==> src/rtl/id_slice.sv <==
// Purpose : decode stage of the 16-bit CPU; owns the 16x16 register file and fills the ID/EX register.
// Latency : one cycle from a valid IF/ID instruction to the ID/EX outputs.
// Backpressure: raises combinational stall (IF and IF/ID hold) on load-use, WB-distance or halt; ID/EX gets a bubble.
//
// Ports:
//   clk, rst                     clock, synchronous active-high reset
//   instr, pc_plus2, if_valid    IF/ID slot contents
//   flush                        branch unit kills the instruction in decode
//   wb_we, wb_rd, wb_data        register-file write port from WB
//   stall                        combinational hold request to IF
//   valid, WB, M, EX             ID/EX control bundles (WB={reg_write,mem_to_reg}, M={mem_read,mem_write},
//                                EX={ALUSrc[1:0],shamt[3:0],ALUOp[3:0]})
//   reg0, reg1, rs, rt, rd       operand data and register numbers for forwarding
//   imm, offset                  zero-extended imm8 (or PC+2 for JAL) / sign-extended imm4 << 1
//   halted                       HLT has been decoded
//
// Build option: ID_WB_BYPASS_EN makes the register file write-through, removing the WB-distance stall.
module id_slice (
    input  logic        clk,
    input  logic        rst,
    input  logic [15:0] instr,
    input  logic [15:0] pc_plus2,
    input  logic        if_valid,
    input  logic        flush,
    input  logic        wb_we,
    input  logic [3:0]  wb_rd,
    input  logic [15:0] wb_data,
    output logic        stall,
    output logic        valid,
    output logic [1:0]  WB,
    output logic [1:0]  M,
    output logic [9:0]  EX,
    output logic [15:0] reg0,
    output logic [15:0] reg1,
    output logic [3:0]  rs,
    output logic [3:0]  rt,
    output logic [3:0]  rd,
    output logic [15:0] imm,
    output logic [15:0] offset,
    output logic        halted
);

    typedef enum logic {S_RUN, S_HALT} state_t;

    state_t      state_q, state_d;
    logic [15:0] rf [16];

    logic [3:0]  opcode, f_rd, f_rs, f_rt;
    logic [3:0]  src_a, src_b;
    logic        a_used, b_used;
    logic [15:0] rdata_a, rdata_b;

    logic        d_valid;
    logic [1:0]  d_wb, d_m, d_alusrc;
    logic [3:0]  d_shamt, d_aluop, d_rs, d_rt, d_rd;
    logic [15:0] d_imm, d_offset;

    logic        lu_hit, wb_hit, hazard, issue;

    assign opcode = instr[15:12];
    assign f_rd   = instr[11:8];
    assign f_rs   = instr[7:4];
    assign f_rt   = instr[3:0];
    assign halted = (state_q == S_HALT);

    // Register file: R0 is never written, so it always reads back as zero.
    always_ff @(posedge clk) begin
        if (rst) begin
            for (int i = 0; i < 16; i++) rf[i] <= 16'h0000;
        end else if (wb_we && (wb_rd != 4'h0)) begin
            rf[wb_rd] <= wb_data;
        end
    end

    always_comb begin
        rdata_a = (src_a == 4'h0) ? 16'h0000 : rf[src_a];
        rdata_b = (src_b == 4'h0) ? 16'h0000 : rf[src_b];
`ifdef ID_WB_BYPASS_EN
        if (wb_we && (wb_rd != 4'h0) && (wb_rd == src_a)) rdata_a = wb_data;
        if (wb_we && (wb_rd != 4'h0) && (wb_rd == src_b)) rdata_b = wb_data;
`endif
    end

    // Decode: src_a feeds reg0, src_b feeds reg1; the *_used flags mark real dependencies.
    always_comb begin
        d_valid  = 1'b0;
        d_wb     = 2'b00;
        d_m      = 2'b00;
        d_alusrc = 2'b00;
        d_shamt  = 4'h0;
        d_aluop  = 4'h0;
        d_rs     = 4'h0;
        d_rt     = 4'h0;
        d_rd     = 4'h0;
        d_imm    = 16'h0000;
        d_offset = 16'h0000;
        src_a    = f_rs;
        src_b    = f_rt;
        a_used   = 1'b0;
        b_used   = 1'b0;
        case (opcode)
            4'h0, 4'h1, 4'h2, 4'h3: begin
                d_valid = 1'b1;
                d_wb    = 2'b10;
                d_aluop = opcode;
                d_rs    = f_rs;
                d_rt    = f_rt;
                d_rd    = f_rd;
                a_used  = 1'b1;
                b_used  = 1'b1;
            end
            4'h5, 4'h6, 4'h7: begin
                d_valid = 1'b1;
                d_wb    = 2'b10;
                d_aluop = opcode;
                d_shamt = f_rt;
                d_rs    = f_rs;
                d_rd    = f_rd;
                a_used  = 1'b1;
            end
            4'h8: begin
                d_valid  = 1'b1;
                d_wb     = 2'b11;
                d_m      = 2'b10;
                d_alusrc = 2'b10;
                d_rs     = f_rs;
                d_rd     = f_rd;
                d_offset = {{11{instr[3]}}, instr[3:0], 1'b0};
                a_used   = 1'b1;
            end
            4'h9: begin
                // Store data comes from the rd field, so it is presented on the rt path.
                d_valid  = 1'b1;
                d_m      = 2'b01;
                d_alusrc = 2'b10;
                d_rs     = f_rs;
                d_rt     = f_rd;
                d_offset = {{11{instr[3]}}, instr[3:0], 1'b0};
                src_b    = f_rd;
                a_used   = 1'b1;
                b_used   = 1'b1;
            end
            4'hA, 4'hB: begin
                // LHB/LLB merge into the old destination value, which is read as operand A.
                d_valid  = 1'b1;
                d_wb     = 2'b10;
                d_alusrc = 2'b01;
                d_aluop  = opcode;
                d_rs     = f_rd;
                d_rd     = f_rd;
                d_imm    = {8'h00, instr[7:0]};
                src_a    = f_rd;
                a_used   = 1'b1;
            end
            4'hD: begin
                d_valid  = 1'b1;
                d_wb     = 2'b10;
                d_alusrc = 2'b01;
                d_rd     = 4'hF;
                d_imm    = pc_plus2;
            end
            default: begin
                // B, JR, HLT and the undefined opcode all leave a bubble behind.
            end
        endcase
    end

    assign lu_hit = valid && M[1] && (rd != 4'h0) &&
                    ((a_used && (src_a == rd)) || (b_used && (src_b == rd)));
`ifdef ID_WB_BYPASS_EN
    assign wb_hit = 1'b0;
`else
    assign wb_hit = wb_we && (wb_rd != 4'h0) &&
                    ((a_used && (src_a == wb_rd)) || (b_used && (src_b == wb_rd)));
`endif
    assign hazard = if_valid && (lu_hit || wb_hit);
    assign issue  = !flush && (state_q == S_RUN) && if_valid && !hazard && d_valid;

    always_ff @(posedge clk) begin
        if (rst) state_q <= S_RUN;
        else     state_q <= state_d;
    end

    // Priority: rst > flush > halted > hazard.
    always_comb begin
        state_d = state_q;
        stall   = 1'b0;
        if (rst) begin
            stall = 1'b0;
        end else if (flush) begin
            stall = 1'b0;
        end else if (state_q == S_HALT) begin
            stall = 1'b1;
        end else begin
            stall = hazard;
            if (if_valid && (opcode == 4'hF)) state_d = S_HALT;
        end
    end

    always_ff @(posedge clk) begin
        if (rst || !issue) begin
            valid  <= 1'b0;
            WB     <= 2'b00;
            M      <= 2'b00;
            EX     <= 10'h000;
            reg0   <= 16'h0000;
            reg1   <= 16'h0000;
            rs     <= 4'h0;
            rt     <= 4'h0;
            rd     <= 4'h0;
            imm    <= 16'h0000;
            offset <= 16'h0000;
        end else begin
            valid  <= 1'b1;
            WB     <= d_wb;
            M      <= d_m;
            EX     <= {d_alusrc, d_shamt, d_aluop};
            reg0   <= a_used ? rdata_a : 16'h0000;
            reg1   <= b_used ? rdata_b : 16'h0000;
            rs     <= d_rs;
            rt     <= d_rt;
            rd     <= d_rd;
            imm    <= d_imm;
            offset <= d_offset;
        end
    end

endmodule

==> config.mk <==
export PLATFORM = sky130hd
export DESIGN_NAME = id_slice
export DESIGN_NICKNAME = d
export VERILOG_FILES = /design/src/rtl/id_slice.sv
export SDC_FILE = /design/constraint.sdc
export NUM_CORES = 1
export LEC_CHECK = 0
export BUFFER_PORTS_ARGS = -buffer_cell sky130_fd_sc_hd__buf_4
export CAP_MARGIN = 15
export CORE_MARGIN = 8
export CORE_UTILIZATION = 60
export CTS_BUF_LIST = sky130_fd_sc_hd__clkbuf_4 sky130_fd_sc_hd__clkbuf_8
export DETAILED_ROUTE_END_ITERATION = 10
export PLACE_DENSITY = 0.8
export SLEW_MARGIN = 10
export SYNTH_ARGS = -nofsm -noshare
export SYNTH_HDL_FRONTEND = slang
export SYNTH_SLANG_ARGS = --single-unit
==> constraint.sdc <==
create_clock -name clk -period 6.8 [get_ports clk]
set_input_delay 0.34 -clock clk [delete_from_list [all_inputs] [get_ports clk]]
set_output_delay 0.34 -clock clk [all_outputs]
set_load 0.005 [all_outputs]
==> run metrics <==
number of clock buffers inserted by TritonCTS 54; number of synthesized flops with an enable pin 256; GRT Resource Usage Total 30.9%; DRC errors left 0; Rows 61; Synth Register Bits 336; commonest non-fill, non-tap cell in the layout and2_1; Avg Inst Size Synth 11.0 um^2; final worst-path setup slack 3.10 ns; mux contribution to synthesized area 10.2%; Total Die Area 0.0339 mm^2; CTS Sinks 336; leakage power 0.00749 uW; Worst Tran Pin Value 1.22 ns; HP Class in -> reg; CTS root buf clkbuf_8; run status complete, no violations; via count 13400; nets 1724; drt pass-1 iters 6; Final setup viols 0; die height 184 um; Clock Skew 0.0142 ns; initial antenna violation count 0; Slew headroom 18.6%; kind of critical path in -> out; worst vdd ir 0.000210 V; iteration-0 DRC count of the detailed router 1751; Routed WL 53200 um; vias in the first global route 13000; Setup WS pre-CTS 2.59 ns; fraction of registers with async set or reset after synthesis 0%; I/O Buffers 148; post-DP HPWL 34900 um; period utilization 54.5%; share of layout cells above drive strength 1 21.0%; Final Critical Period 3.70 ns; I/O pins 150; Yosys cell types 54; RR Startpoint halted; Fillers 2012; Post-Syn Area 0.0170 mm^2; first-pass GRT wire length 79000 um; clk buf depth 3; CP dominant cell by count buf_4; H-Tree Depth 2; CP startpoint kind input pin; R2R depth 4; Simple-Gate Fraction of Synth Area 20.9%; hold buffers post-CTS 17; CTS tree yes; CP Capture Type primary output; Worst R2R End reg0[2]; complex-gate fraction of the synthesized area 9.21%; Worst R2R Setup Slack 4.12 ns; hold path depth 3; largest net degree at the start of global routing 72; Final GP Congestion 0.970; WL per Instance 25.5 um; Layout area overhead 15.2%; worst hold start instr[7]; most frequent cells in the layout 265 x and2_1, 256 x edfxtp_1, 252 x nand2_1; RSZ-0062 raised after global routing no; Power Density 245 mW/mm^2; Slew Viols, Final 0; Inserted Diodes 0; setup TNS 0 ns; post-route ant nets 0; post-synthesis adder-cell area fraction 0%; Max Freq 0.270 GHz; cells after synthesis 1545; setup bufs post-CTS 0; WHS Endpoint rs[3]; crit path from instr[12]; gr ovfl total 0; post-DR vias/cell 6.43; CTS resizes 0; worst-path maximum fanout 43; main combinational cell family by area after synthesis simple AND/OR/NAND/NOR gates; Initial Util 61.1%; final hold violation count 0; number of synthesis warnings 0; Core Region 0.0278 mm^2; Die Wd 184 um; Synth Area in XOR/XNOR 0.870%; worst path required time 6.46 ns; Max Cap Viol 0; CP peak stage delay 0.53 ns; Critical Path AT 3.36 ns; sequential area share after synthesis 54.7%; CP Cell Sequence dlygate4sd3_1, buf_4, and4bb_4, mux2i_4, buf_4, xnor2_1, nor3_1, nand4b_1, a21boi_0, o21a_1, buf_4; Clk pin slew, worst setup/hold paths 0.07 ns; clk_lat worst skew 0.59 ns; predominant post-synthesis flop cell edfxtp_1; worst-path cell with the longest stage delay dlygate4sd3_1
-- Yosys cell counts, types with 2 or more instances --
master      n  area (um^2)
and2_1    265         1660
edfxtp_1  256         7690
nand2_1   252          946
clkbuf_1   89          334
dfxtp_1    80         1600
a31oi_1    66          413
o21ai_0    58          290
mux2i_1    55          551
nand3_1    43          215
a211oi_1   34          255
nor2_1     33          124
mux2_2     32          360
mux4_2     32          721
nor4_1     25          156
buf_2      22          110
buf_4      21          158
and3_1     18          113
a32oi_1    16          140
o221ai_1   16          140
o22a_1     16          140
or2_2      15         93.8
nor3_1     14         70.1
a21oi_1    13         65.1
xnor2_1    13          114
inv_1       7         26.3
nand2b_1    7         43.8
buf_1       5         18.8
mux2_1      4         45.0
nor2b_1     4         25.0
o31ai_1     4         30.0
buf_6       3         33.8
mux2i_2     2         27.5
nand3b_1    2         15.0
o211ai_1    2         15.0
xor2_1      2         17.5
-- worst max-delay path by stage --
stage | to | slack, ns | cells past startpoint
2_1_floorplan | reg0[0] | 4.27 | 10
3_3_place_gp | reg0[0] | 2.76 | 8
3_5_place_dp | reg0[9] | 2.59 | 8
4_1_cts | reg0[2] | 2.82 | 9
5_1_grt | stall | 2.94 | 11
6_report | stall | 3.10 | 11
-- layer usage --
metal  part of all wire, %  GRT usage [%]
met2                    47           51.1
met4                   6.3           16.8
met3                    11           6.52
met1                    36           37.5
met5                     0              0
-- sequential cells by signal, indices dropped and copies added (netlist names) --
name,cells
EX,10
M,2
WB,2
halted,1
imm,16
offset,4
rd,4
reg0,16
reg1,16
rf,256
rs,4
rt,4
valid,1
-- critical path, delay by kind of cell --
family	cells	cell delay, ns
AO/OA/AOI/OAI	2	0.54
buffers and inverters	4	1.33
XOR/XNOR	1	0.12
multiplexers	1	0.26
AND/OR/NAND/NOR	3	0.77
-- where the power goes --
group | total (uW) | leakage (uW) | internal (uW) | switching [uW]
Sequential | 2380 | 0.00309 | 2310 | 65.8
Combinational | 612 | 0.00379 | 229 | 384
Clock | 1810 | 0.000607 | 1030 | 783
Total | 4800 | 0.00749 | 3570 | 1230
-- cell families after synthesis --
family	count (synthesis)
and+or+nand+nor	685
xor gates and xnor gates	16
muxes	126
other	1
DFF	336
buffers and inverters	148
AOI/OAI and AO/OA	233
-- per-stage QoR --
stage / utilization (%) / std cells / hold slack, ns / cell area (um^2) / power (uW)
6_report: 70.4 / 2089 / 0.0325 / 19600 / 4800
5_1_grt: 70.4 / 2089 / 0.0581 / 19600 / 4940
4_1_cts: 70.1 / 2085 / 0.0200 / 19500 / 4780
3_5_place_dp: 65.4 / 1968 / 0.525 / 18200 / 2990
3_3_place_gp: 65.4 / 1967 / 0.524 / 18200 / 2980
2_1_floorplan: - / 1561 / 0.419 / 17000 / 2770
-- final cells by class --
cell class | instances | area [um^2] | share of cell area (%)
flip-flops and latches | 336 | 9290 | 47.5
multi-input cells | 1077 | 7110 | 36.4
repair buffers | 191 | 1520 | 7.76
clock buffers | 87 | 1030 | 5.26
well taps | 378 | 473 | 2.42
clock inverters | 13 | 109 | 0.557
inverters | 7 | 26.3 | 0.134
No activity file was read; power rests on OpenSTA's default activity.
